$ cat src/rtl/wishbone_manager_if.sv
`default_nettype none
// ============================================================================
// Module      : wishbone_manager_if
// Description : Wishbone B4 classic bus bundle between the wishbone_manager
//               (master) and the shared SoC bus/slave side.
// Revision    : 1.0 - initial release
// ============================================================================
interface wishbone_manager_if;
  logic        CYC_O;
  logic        STB_O;
  logic        WE_O;
  logic [31:0] ADR_O;
  logic [31:0] DAT_O;
  logic [3:0]  SEL_O;
  logic [31:0] DAT_I;
  logic        ACK_I;
  logic        ERR_I;

  modport master (
    output CYC_O, STB_O, WE_O, ADR_O, DAT_O, SEL_O,
    input  DAT_I, ACK_I, ERR_I
  );

  modport slave (
    input  CYC_O, STB_O, WE_O, ADR_O, DAT_O, SEL_O,
    output DAT_I, ACK_I, ERR_I
  );
endinterface
`default_nettype wire

$ cat src/rtl/wishbone_manager.sv
`default_nettype none
// ============================================================================
// Module      : wishbone_manager
// Description : Turns the CPU request unit's level-held read/write request
//               into one Wishbone B4 classic cycle, returns read data and
//               aborts cycles that never see ACK/ERR via a watchdog counter.
// Revision    : 1.0 - initial release
// ============================================================================
module wishbone_manager #(
  parameter int CPU_ADDR_W = 5,
  parameter int TIMEOUT    = 16
) (
  input  wire logic                  clk,
  input  wire logic                  rst,
  input  wire logic                  read_i,
  input  wire logic                  write_i,
  input  wire logic [CPU_ADDR_W-1:0] adr_i,
  input  wire logic [31:0]           cpu_dat_i,
  input  wire logic [3:0]            sel_i,
  output logic [31:0]                cpu_dat_o,
  output logic                       busy_o,
  output logic                       err_o,
  wishbone_manager_if.master         wb
);

  // Watchdog fires when the counter sits at TIMEOUT-1 without a response,
  // giving exactly TIMEOUT cycles of CYC_O before the abort.
  localparam logic [7:0] CNT_LAST = 8'(TIMEOUT - 1);

  typedef enum logic [0:0] {
    ST_IDLE = 1'b0,
    ST_BUS  = 1'b1
  } state_t;

  state_t      state_q, state_d;
  logic        cyc_q,   cyc_d;
  logic        stb_q,   stb_d;
  logic        we_q,    we_d;
  logic [31:0] adr_q,   adr_d;
  logic [31:0] dat_q,   dat_d;
  logic [3:0]  sel_q,   sel_d;
  logic [31:0] rdat_q,  rdat_d;
  logic        busy_q,  busy_d;
  logic        err_q,   err_d;
  logic [7:0]  cnt_q,   cnt_d;

  logic [31:0] adr_ext;
  logic        abort;

  // Zero-extend the CPU address onto the 32-bit bus address.
  always_comb begin
    adr_ext                 = '0;
    adr_ext[CPU_ADDR_W-1:0] = adr_i;
  end

  // Next-state and registered-output computation; hold everything by default.
  always_comb begin
    state_d = state_q;
    cyc_d   = cyc_q;
    stb_d   = stb_q;
    we_d    = we_q;
    adr_d   = adr_q;
    dat_d   = dat_q;
    sel_d   = sel_q;
    rdat_d  = rdat_q;
    busy_d  = busy_q;
    err_d   = 1'b0;
    cnt_d   = cnt_q;
    abort   = 1'b0;

    case (state_q)
      ST_IDLE: begin
        // Write wins over read when both are requested.
        if (write_i || read_i) begin
          adr_d   = adr_ext;
          sel_d   = sel_i;
          we_d    = write_i;
          if (write_i) begin
            dat_d = cpu_dat_i;
          end
          cyc_d   = 1'b1;
          stb_d   = 1'b1;
          busy_d  = 1'b1;
          cnt_d   = '0;
          state_d = ST_BUS;
        end
      end

      ST_BUS: begin
        cnt_d = cnt_q + 8'd1;
        // ERR_I outranks ACK_I; a silent slave is treated like ERR_I.
        abort = wb.ERR_I || (!wb.ACK_I && (cnt_q == CNT_LAST));
        if (abort || wb.ACK_I) begin
          if (!abort && !we_q) begin
            rdat_d = wb.DAT_I;
          end
          err_d   = abort;
          cyc_d   = 1'b0;
          stb_d   = 1'b0;
          we_d    = 1'b0;
          busy_d  = 1'b0;
          state_d = ST_IDLE;
        end
      end

      default: begin
        state_d = ST_IDLE;
      end
    endcase
  end

  // State and output registers; reset drops the bus cycle immediately.
  always_ff @(posedge clk or negedge rst) begin
    if (!rst) begin
      state_q <= ST_IDLE;
      cyc_q   <= 1'b0;
      stb_q   <= 1'b0;
      we_q    <= 1'b0;
      adr_q   <= '0;
      dat_q   <= '0;
      sel_q   <= '0;
      rdat_q  <= '0;
      busy_q  <= 1'b0;
      err_q   <= 1'b0;
      cnt_q   <= '0;
    end else begin
      state_q <= state_d;
      cyc_q   <= cyc_d;
      stb_q   <= stb_d;
      we_q    <= we_d;
      adr_q   <= adr_d;
      dat_q   <= dat_d;
      sel_q   <= sel_d;
      rdat_q  <= rdat_d;
      busy_q  <= busy_d;
      err_q   <= err_d;
      cnt_q   <= cnt_d;
    end
  end

  assign wb.CYC_O  = cyc_q;
  assign wb.STB_O  = stb_q;
  assign wb.WE_O   = we_q;
  assign wb.ADR_O  = adr_q;
  assign wb.DAT_O  = dat_q;
  assign wb.SEL_O  = sel_q;
  assign cpu_dat_o = rdat_q;
  assign busy_o    = busy_q;
  assign err_o     = err_q;

endmodule
`default_nettype wire

$ cat src/flat_wrapper.sv
// flat-port wrapper written by rule: the top's interface ports become plain ports
module wishbone_manager_flat 
#(
  parameter int CPU_ADDR_W = 5,
  parameter int TIMEOUT    = 16
)
  (clk, rst, read_i, write_i, adr_i, cpu_dat_i, sel_i, cpu_dat_o, busy_o, err_o, wb_CYC_O, wb_STB_O, wb_WE_O, wb_ADR_O, wb_DAT_O, wb_SEL_O, wb_DAT_I, wb_ACK_I, wb_ERR_I);
  wishbone_manager_if wb_i ();
  input  wire logic clk;
  input  wire logic rst;
  input  wire logic read_i;
  input  wire logic write_i;
  input  wire logic [CPU_ADDR_W-1:0] adr_i;
  input  wire logic [31:0] cpu_dat_i;
  input  wire logic [3:0] sel_i;
  output logic [31:0] cpu_dat_o;
  output logic busy_o;
  output logic err_o;
  output wire logic [$bits(wb_i.CYC_O)-1:0] wb_CYC_O;
  output wire logic [$bits(wb_i.STB_O)-1:0] wb_STB_O;
  output wire logic [$bits(wb_i.WE_O)-1:0] wb_WE_O;
  output wire logic [$bits(wb_i.ADR_O)-1:0] wb_ADR_O;
  output wire logic [$bits(wb_i.DAT_O)-1:0] wb_DAT_O;
  output wire logic [$bits(wb_i.SEL_O)-1:0] wb_SEL_O;
  input wire logic [$bits(wb_i.DAT_I)-1:0] wb_DAT_I;
  input wire logic [$bits(wb_i.ACK_I)-1:0] wb_ACK_I;
  input wire logic [$bits(wb_i.ERR_I)-1:0] wb_ERR_I;
  assign wb_CYC_O = wb_i.CYC_O;
  assign wb_STB_O = wb_i.STB_O;
  assign wb_WE_O = wb_i.WE_O;
  assign wb_ADR_O = wb_i.ADR_O;
  assign wb_DAT_O = wb_i.DAT_O;
  assign wb_SEL_O = wb_i.SEL_O;
  assign wb_i.DAT_I = wb_DAT_I;
  assign wb_i.ACK_I = wb_ACK_I;
  assign wb_i.ERR_I = wb_ERR_I;
  wishbone_manager #(.CPU_ADDR_W(CPU_ADDR_W), .TIMEOUT(TIMEOUT)) u_core (.clk(clk), .rst(rst), .read_i(read_i), .write_i(write_i), .adr_i(adr_i), .cpu_dat_i(cpu_dat_i), .sel_i(sel_i), .cpu_dat_o(cpu_dat_o), .busy_o(busy_o), .err_o(err_o), .wb(wb_i));
endmodule
$ cat config.mk
export PLATFORM = sky130hd
export DESIGN_NAME = wishbone_manager_flat
export DESIGN_NICKNAME = d
export VERILOG_FILES = /design/src/rtl/wishbone_manager_if.sv /design/src/rtl/wishbone_manager.sv /design/src/flat_wrapper.sv
export SDC_FILE = /design/constraint.sdc
export NUM_CORES = 1
export LEC_CHECK = 0
export ABC_AREA = 0
export CORE_MARGIN = 8
export CORE_UTILIZATION = 31
export DETAILED_ROUTE_END_ITERATION = 7
export GPL_TIMING_DRIVEN = 0
export MAX_ROUTING_LAYER = met4
export PLACE_DENSITY_LB_ADDON = 0.15
export SYNTH_ARGS = -nofsm -noshare
export SYNTH_HDL_FRONTEND = slang
export SYNTH_SLANG_ARGS = --single-unit
$ cat constraint.sdc
create_clock -name clk -period 4.4 [get_ports clk]
set_clock_uncertainty 0.05 [all_clocks]
set_input_delay 0.66 -clock clk [delete_from_list [all_inputs] [get_ports clk]]
set_output_delay 0.66 -clock clk [all_outputs]
set_load 0.005 [all_outputs]
Yosys cells after proc, flatten, opt, wreduce, memory -nomap -nowiden. Cells that the tools add are included.

Register bits: 85. Logic and storage cells: 38. Output and inout bits: 105.

Multiplexer cells: 12. Bitwise logic cells: 1. Equality and inequality tests: 3. Add/sub/neg operators: 1. Reductions and logical operators: 12.

Operators with widths (count): one-hot mux 8 bit (2 select lines) (1); adder 8 x 1 -> 8 bit (second input constant) (1); equality test 8 x 4 -> 1 bit (second input constant) (1); 2-to-1 mux 8 bit (1); 2-to-1 mux 1 bit (7); one-hot mux 1 bit (2 select lines) (3); AND reduction 3 bit (2); AND reduction 2 bit (2); zero test 1 bit (3); logical OR 1 bit (3); logical AND 1 bit (2); != test 2 x 1 -> 1 bit (second input constant) (1); != test 2 bit (second input constant) (1); inverter 1 bit (1).

Longest topological paths before layout. Gate-level depths: netlist of the first run.

Depth in word-level cells: 6. Depth in mapped cells: 4.

Least setup slack after synthesis of the first run. OpenSTA, ideal clock, no wires.

Kind: in2reg. From: input port read_i. To: register u_core.adr_q[2], in the netlist u_core.wb.ADR_O[2]. Library setup time: 0.125 ns. Stages: 3. Required time: 4.225 ns. Arrival: 1.502 ns. Buffers on the path: 1. Setup slack: 2.723 ns. Path through: o21bai_1 buf_4 mux2_2.

Word-level cells in the longest chain between the ends: 2.

Ends and longest elaborated chain: start, declared (RTL line flat_wrapper.sv:11) `input wire logic read_i;`; logical OR 1 bit (RTL line wishbone_manager.sv:74) `if (write_i || read_i) begin`; AND reduction 2 bit (no source line); end signal, assigned (RTL line wishbone_manager.sv:131) `adr_q <= adr_d;`; end, declared (RTL line wishbone_manager.sv:39) `logic [31:0] adr_q, adr_d;`.

Every way passes these cells. A chain may end at the register's enable or synchronous reset.

==> results of run 1 <==
## logic make-up (layout without fill, tap and decap cells)
group                      Yosys count  in the layout  synth area share [%]
AOI/OAI and AO/OA                   15             15                 2.909
xor gates and xnor gates             2              2                0.4967
adders and majority gates            1              1                0.3547
buffers and inverters               40            213                 8.478
DFF                                 85             85                 60.31
muxes                               75             75                 23.87
other                                1             27                0.1063
and+or+nand+nor                     24             24                 3.477
## worst max-delay path: stages, from the launching register on
cell and delay [ns]:
dfrtp_1 0.49, buf_4 0.16, clkdlybuf4s50_1 0.49
## power groups by stage
stage	logic (mW)	registers [mW]	clock network [mW]
final	0.978	1.16	0.697
after global routing	1.06	1.20	0.761
after CTS	1.01	1.17	0.725
after detailed placement	1.00	1.18	0
after global placement	0.987	1.17	0
after floorplan	0.313	1.19	0
## worst paths after layout
path / endpoint / slack [ns] / cells after the start
min in group clk: u_core.cnt_q[7] / 0.41 / 1
max: wb_CYC_O / 2.21 / 2
max in group asynchronous: u_core.wb.DAT_O[3] / 3.47 / 2
max reg2reg: u_core.cpu_dat_o[9] / 2.82 / 4
min reg2reg: u_core.cnt_q[7] / 0.41 / 1
min: u_core.cpu_dat_o[18] / 0.22 / 1
## placed cells by master (no fill, tap or decap), drive strengths merged, types with 2 or more instances in the layout
cell type | synthesis | routed
o31ai | 2 | 2
buf | 37 | 39
o21ai | 4 | 4
dfrtp | 85 | 85
nand2 | 11 | 11
mux2i | 2 | 2
conb | 1 | 27
clkbuf | 1 | 16
clkdlybuf4s50 | 0 | 155
o211ai | 2 | 2
nor2 | 3 | 3
xor2 | 2 | 2
nand3 | 4 | 4
mux2 | 73 | 73
nor3 | 2 | 2
inv | 2 | 2
## metal layers
metal / part of all wire (%) / vias to the layer above / global-route usage (%)
li1: - / 1179 / -
met5: 0 / - / -
met3: 6.2 / 11 / 2.392
met1: 41 / 1191 / 14.60
met4: 1.7 / 0 / 6.321
met2: 51 / 86 / 19.57
## registers in the layout, indices dropped and copies added (netlist names)
name              cells
u_core.cnt_q          8
u_core.cpu_dat_o     32
u_core.wb.WE_O        1
u_core.wb.DAT_O      32
u_core.wb.ADR_O       5
u_core.err_o          1
u_core.state_q        1
u_core.wb.STB_O       1
u_core.wb.SEL_O       4
## final cells by class
type                       instances  area [sq um]
clock buffer                      15         267.8
multi-input combinational        144          1199
buffer                            38         291.5
timing repair buffer             157          1587
clock inverter                     1         5.005
tap                              143         178.9
sequential                        85          2127
inverter                           2         7.507
fill                            1055          5609
==> results.md, run 1 <==
* Final Hold Viols at 0
* Hold Crit Class: in -> async
* Synth Instances at 243
* Row cnt at 39
* Yosys cell types at 31
* Via density at 4.217
* Reg2reg start: u_core.state_q
* CTS Root Buffer Type: clkbuf_16
* Post-layout power at 2.837 mW
* Ports at 184
* Clock buffer depth at 2
* Max Freq at 0.4572 GHz
* Clk network pwr share at 24.6%
* Initial DRC count at 107
* Core box area at 11270 sq um
* Crit Path Class: reg -> out
* Die width at 122.7 um
* Post-CTS sizing at 0
* Clk_lat worst skew at 0.33 ns
* Commonest cells post-synth: dfrtp_1 (85), mux2_2 (67), buf_4 (33)
* Fin. max-slew vios at 0
* Share of cells above drive strength 1 at 27.15%
* Crit Path Max Fanout at 5
* Setup ws final at 2.213 ns
* Ys async rst share at 100.0%
* Initial core utilization at 31.29%
* Synth Flop Type: dfrtp_1
* Antenna violations before repair at 0
* Final TNS setup at 0 ns
* Synth top area cells: dfrtp_1 (60%), mux2_2 (21%), buf_4 (7.0%), mux2_1 (1.9%), nand2_1 (1.2%)
* Hold_buf cts at 0
* Sw Ratio at 24.65%
* Die ar. at 15050 sq um
* # diodes at 0
* Outcome: finished clean
* DP Wirelength at 7.029 mm
* Drt drc at 0
* Leak at 2.433 nW
* Post-synth top area cell: dfrtp_1
* GPL Wtd Cong at 0.7251
* Seq cells post-synth at 85
* Beginning of the critical path: u_core.wb.STB_O
* Detailed Route WL at 8.858 mm
* Peak VDD IR at 223.7 uV
* Gr usage total at 12.31%
* Port-buffer cells at 156
* Largest net degree at the start of global routing at 55
* ANT nets after route at 0
* Most numerous cell in the Yosys netlist: dfrtp_1
* Vias in the first global route at 2602
* Max-cap violations at 0
* Pint at 2.138 mW
* Post-synth EDFFs at 0
* Via count at 2467
* Synthesis-to-finish area growth at 60.55%
* RSZ-0062 raised after global routing: no
* Combinational share of power at 34.5%
* Placed cells at 569
* Final min period at 2.187 ns
* Syn Area/Cell at 14.51 sq um
* Finish-stage setup viols at 0
* Required time of the worst setup path at 3.69 ns
* Nets at 517
* Buffer count from post-CTS setup fixing at 0
* CTS sink count at 85
* Critical path arrival at 1.48 ns
* Wire length per cell at 15.14 um
* Sequential fraction of the synthesis area at 60.31%
* First-pass GRT wire length at 13.94 mm
* Design area at 5663 sq um
* Final hold slack at 0.2213 ns
* Sequential share of power at 40.9%
* Post-Place Setup Slack at 1.933 ns
* Power density over the cells at 501.0 nW/um^2
* Worst setup SP type: register
* Max-slew headroom at 66.03%
* TritonCTS Buffers at 9
* Tcrit/Tclk final at 49.71%
* Post-Synthesis Cell Area at 3527 sq um
* DR pass1 iterations at 4
* Critical path capture point type: output port
* Area after DPL at 5390 sq um
* P_sw at 0.6994 mW
* Synth warn at 0
* Grt ovf at 0
* Post-route insts no fill at 585
* CTS H-tree lvls at 3
* Final core occ at 50.24%
* Clk pin slew, worst setup/hold paths at 0.06 ns
* Die outline height at 122.7 um
* CTS tree: done
* Top cell type's share of synthesized area at 60.31%
* Slew of the pin with the lowest slew margin at 0.5085 ns
(Power assumes the default switching activity.)
==> run 2, diff against run 1 <==
clock period = 1.95 ns   (was 4.4 ns; I/O delays follow)
==> results.md, run 2 (synthesis results as in run 1) <==
* Nets at 518
* Pint at 4.825 mW
* Via density at 4.217
* CTS Root Buffer Type: clkbuf_16
* Footprint of the multi-input gates at 1199 sq um
* R2r setup slk at 0.37 ns
* Worst setup SP type: register
* Reg2reg start: u_core.state_q
* Placed cells at 569
* Fin. max-slew vios at 0
* # fillers at 1054
* CTS tree: done
* Final min period at 1.820 ns
* Port-buffer cells at 156
* Reg2reg path depth at 4
* Largest net degree at the start of global routing at 55
* Die ar. at 15050 sq um
* Post-layout power at 6.403 mW
* Outcome: finished clean
* Crit Path Max Fanout at 5
* Tcrit/Tclk final at 93.31%
* Detailed Route WL at 8.870 mm
* Hold Crit Class: in -> async
* Initial core utilization at 31.29%
* CTS sink count at 85
* Finish-stage setup viols at 0
* Synthesis-to-finish area growth at 60.84%
* Clk pin slew, worst setup/hold paths at 0.06 ns
* Max-cap violations at 0
* Final hold slack at 0.4004 ns
* Post-Place Setup Slack at -0.1492 ns
* Required time of the worst setup path at 1.61 ns
* Post-route insts no fill at 586
* First-pass GRT wire length at 13.98 mm
* Reg2reg end: u_core.cpu_dat_o[9]
* Crit Path Class: reg -> out
* RSZ-0062 raised after global routing: no
* Design area at 5673 sq um
* Wire length per cell at 15.14 um
* Clk network pwr share at 24.6%
* Grt ovf at 0
* Clock buffer depth at 2
* Sequential share of power at 40.9%
* Clk_lat worst skew at 0.33 ns
* Final TNS setup at 0 ns
* DR pass1 iterations at 4
* Die outline height at 122.7 um
* Area after DPL at 5390 sq um
* Via count at 2471
* Core box area at 11270 sq um
* TritonCTS Buffers at 9
* Final core occ at 50.33%
* ANT nets after route at 0
* Antenna violations before repair at 0
* Ports at 184
* Initial DRC count at 109
* CTS H-tree lvls at 3
* Drt drc at 0
* Setup ws final at 0.1304 ns
* DP Wirelength at 7.029 mm
* Gr usage total at 12.34%
* Critical path capture point type: output port
* Most common cell after layout, fill and taps aside: clkdlybuf4s50_1
* Leak at 2.437 nW
* Sw Ratio at 24.65%
* Final Hold Viols at 0
* Critical path arrival at 1.48 ns
* Slew of the pin with the lowest slew margin at 0.5085 ns
* Register area at 2127 sq um
* Peak VDD IR at 508.4 uV
* GPL Wtd Cong at 0.7251
* Power density over the cells at 1129 nW/um^2
* Share of cells above drive strength 1 at 27.09%
* Row cnt at 39
* Most frequent cells in the layout: clkdlybuf4s50_1 (155), dfrtp_1 (85), mux2_2 (67), buf_4 (34), conb_1 (27)
* P_sw at 1.578 mW
* Max-slew headroom at 66.03%
* # diodes at 0
* Combinational share of power at 34.5%
* Die width at 122.7 um
* Vias in the first global route at 2608
* Max Freq at 0.5496 GHz
==> run 2: cell count changes in the layout (fill, tap and decap cells not counted) <==
cell           before  now
dlygate4sd3_1       0    1
==> run 2: power groups by stage <==
stage          clock, mW  sequential (mW)  combinational, mW
5_1_grt             1.72             2.71               2.39
6_report            1.57             2.62               2.21
2_1_floorplan          0             2.69              0.707
3_3_place_gp           0             2.64               2.23
3_5_place_dp           0             2.66               2.26
4_1_cts             1.64             2.63               2.27
==> run 2: per-layer routing <==
| layer | GRT usage (%) | vias up | wire length [um] |
|---|---|---|---|
| li1 | - | 1181 | - |
| met1 | 14.62 | 1193 | 3636 |
| met2 | 19.64 | 86 | 4531 |
| met3 | 2.392 | 11 | 547 |
| met4 | 6.321 | 0 | 155 |
| met5 | - | - | 0 |
==> run 2: how the worst max path moves through the flow <==
stage                    start             endpoint  slack (ns)
6_report       u_core.wb.STB_O             wb_CYC_O        0.13
5_1_grt        u_core.wb.STB_O             wb_CYC_O        0.07
4_1_cts        u_core.wb.STB_O             wb_CYC_O        0.12
3_5_place_dp           write_i   u_core.wb.SEL_O[0]       -0.15
3_3_place_gp               rst  u_core.wb.DAT_O[12]       -2.78
2_1_floorplan   u_core.state_q  u_core.cpu_dat_o[0]        0.55
==> run 2: what timing repair did <==
action                    in CTS  in global routing
resized for setup              0                  0
hold buffers                   1                  0
buffers inserted               0                  0
hold endpoints to repair      31                  0
==> run 2: cell type report <==
class | instances | area share [%]
plain buffers | 38 | 5.139
clock inverters | 1 | 0.08822
multi-input cells | 144 | 21.13
flip-flops and latches | 85 | 37.49
repair buffers | 158 | 28.14
inverters | 2 | 0.1323
clock buffers | 15 | 4.720
well taps | 143 | 3.154
==> run 2: worst max-delay path, cell delays in order (launching register included) <==
cell	delay, ns
dfrtp_1	0.49
buf_4	0.16
clkdlybuf4s50_1	0.49
==> variant, RTL diff (config.mk and constraints of run 2) <==
Register the output `err_o` once more, with the module's reset; this adds one clock of latency there. The other outputs are not delayed to match.
--- a/src/rtl/wishbone_manager.sv
+++ b/src/rtl/wishbone_manager.sv
@@ -146,7 +146,13 @@
   assign wb.SEL_O  = sel_q;
   assign cpu_dat_o = rdat_q;
   assign busy_o    = busy_q;
-  assign err_o     = err_q;
+  always_ff @(posedge clk or negedge rst) begin
+    if (!rst) begin
+      err_o <= '0;
+    end else begin
+      err_o <= err_q;
+    end
+  end
 
 endmodule
 `default_nettype wire
Check against the original RTL: not equivalent (Yosys sat finds a counterexample within 4 cycles, from zero or initial values and one cycle with rst low).
==> variant against run 2 <==
Cell count fell by 0.34%; count of clock-buffer cells in the layout decreased by 2; total power is 2.1% higher; via count grew 1.1%; final area is 0.66% higher; global-route usage is 0.21 points higher; worst hold slack worse by 0.11 ns; sequential cell count grew 1; setup slack better by 0.074 ns; highest routed layer unchanged; routed wire length up 6.1%; synthesized area is 0.74% higher.
==> variant: results (changes against run 2) <==
DP HPWL: 7.330 mm (was 7.029 mm)
Top Usage Layer GRT: met2 (unchanged)
Worst hold path startpoint: u_core.err_q
Distinct cells, synth: 28 (was 31)
Post-Synth Adder-Cell Area: 0.003521 (was 0.003547)
Post-CTS Resized: 0 (unchanged)
GR Util met2: 0.2035 (was 0.1964)
Hold path endpoint: u_core.err_o
GRT met1 Usage: 0.1495 (was 0.1462)
Vias in the first global route: 2609 (was 2608)
Mux contribution to synthesized area: 0.2342 (was 0.2387)
DR pass1 iterations: 3 (was 4)
# nets final: 517 (was 518)
R2R Path Start: u_core.cnt_q[0] (was u_core.state_q)
Max-Slew Margin vs Limit: 0.6051 (was 0.6603)
Lkg Pwr: 2.456 nW (was 2.437 nW)
Outcome: complete, no violations (unchanged)
Sequential share of the synthesized area: 0.6056 (was 0.6031)
Drt wl/cell: 16.11 µm (was 15.14 µm)
Main combinational cell family by area after synthesis: multiplexers (unchanged)
Compound-cell area share of the yosys netlist: 0.03521 (was 0.02909)
Met3 usage: 0.03196 (was 0.02392)
All-Layer GR Usage: 0.1255 (was 0.1234)
Post-placement cell area: 5416 µm² (was 5390 µm²)
CTS root buf: clkbuf_16 (unchanged)
Synth Area in XOR/XNOR: 0 (was 0.004966)
Largest net degree at the start of global routing: 45 (was 55)
WHS: 0.2954 ns (was 0.4004 ns)
Syn avg cell area: 14.68 µm² (was 14.51 µm²)
Pre-CTS WS: -0.03584 ns (was -0.1492 ns)
CTS Buffer Depth: 2 (unchanged)
Synth area leaders: dfrtp_1 (61%), mux2_2 (22%), buf_4 (7.0%), mux2_1 (1.3%), buf_6 (0.95%) (was dfrtp_1 (60%), mux2_2 (21%), buf_4 (7.0%), mux2_1 (1.9%), nand2_1 (1.2%))
Post-synth top cells: dfrtp_1 (86), mux2_2 (69), buf_4 (33) (was dfrtp_1 (85), mux2_2 (67), buf_4 (33))
Iteration-0 DRC Markers: 113 (was 109)
# fillers: 1056 (was 1054)
Reg2reg end: u_core.wb.WE_O (was u_core.cpu_dat_o[9])
Crit-path slowest cell: clkdlybuf4s50_1 (was dfrtp_1)
Critical path arrival: 1.40 ns (was 1.48 ns)
RePlAce Congestion: 0.6796 (was 0.7251)
CP max FO: 4 (was 5)
Global-route wire length before repair: 14.28 mm (was 13.98 mm)
Worst min path class: reg -> reg (was in -> async)
Worst reg2reg path depth: 4 (unchanged)
Fin util: 0.5044 (was 0.5033)
Vias post-DR: 2499 (was 2471)
Cells after DPL: 568 (was 569)
VDD IR max: 0.5164 mV (was 0.5084 mV)
Port bufs: 156 (unchanged)
DR vias/cell: 4.279 (was 4.217)
Layout cells sized above 1: 0.2902 (was 0.2709)
## variant: cell types whose count changed in the layout (fill, tap and decap cells not counted), sizes merged, moves of 2 or more
cell	run 2	this run
clkbuf	16	14
o21ai	4	6
nand2	11	8
nand4	1	3
xor2	2	0
inv	2	4
## variant: layout make-up
| type | count | area share |
|---|---|---|
| Buffer | 38 | 0.05105 |
| Clock buffer | 13 | 0.04733 |
| Clock inverter | 2 | 0.002410 |
| Inverter | 3 | 0.001972 |
| Multi-Input combinational cell | 141 | 0.2095 |
| Sequential cell | 86 | 0.3769 |
| Tap cell | 143 | 0.03133 |
| Timing Repair Buffer | 158 | 0.2796 |
## variant: metal layers
| metal | routed length [µm] | vias to the layer above |
|---|---|---|
| li1 | - | 1181 |
| met1 | 3816 | 1228 |
| met2 | 4849 | 83 |
| met3 | 622 | 7 |
| met4 | 121 | 0 |
| met5 | 0 | - |
## variant: how the worst max path moves through the flow
stage | startpoint | end | slack [ns]
6_report | u_core.wb.CYC_O | wb_CYC_O | 0.20
5_1_grt | u_core.wb.CYC_O | wb_CYC_O | 0.16
4_1_cts | u_core.wb.CYC_O | wb_CYC_O | 0.18
3_5_place_dp | wb_ACK_I | u_core.cpu_dat_o[22] | -0.04
3_3_place_gp | rst | u_core.wb.DAT_O[17] | -2.76
2_1_floorplan | u_core.cnt_q[0] | u_core.state_q | 0.50
## variant: power breakdown
part / internal (W) / total [W] / switching, W
logic: 0.00158 / 0.00224 / 0.000663
registers: 0.00235 / 0.00266 / 0.000303
clock network: 0.000964 / 0.00164 / 0.000674
## variant: worst reg2reg max path, stage by stage (launching register included)
cell and delay, ns:
dfrtp_1 0.39, ha_1 0.22, or4b_4 0.49, o21ai_2 0.20, o22ai_1 0.09
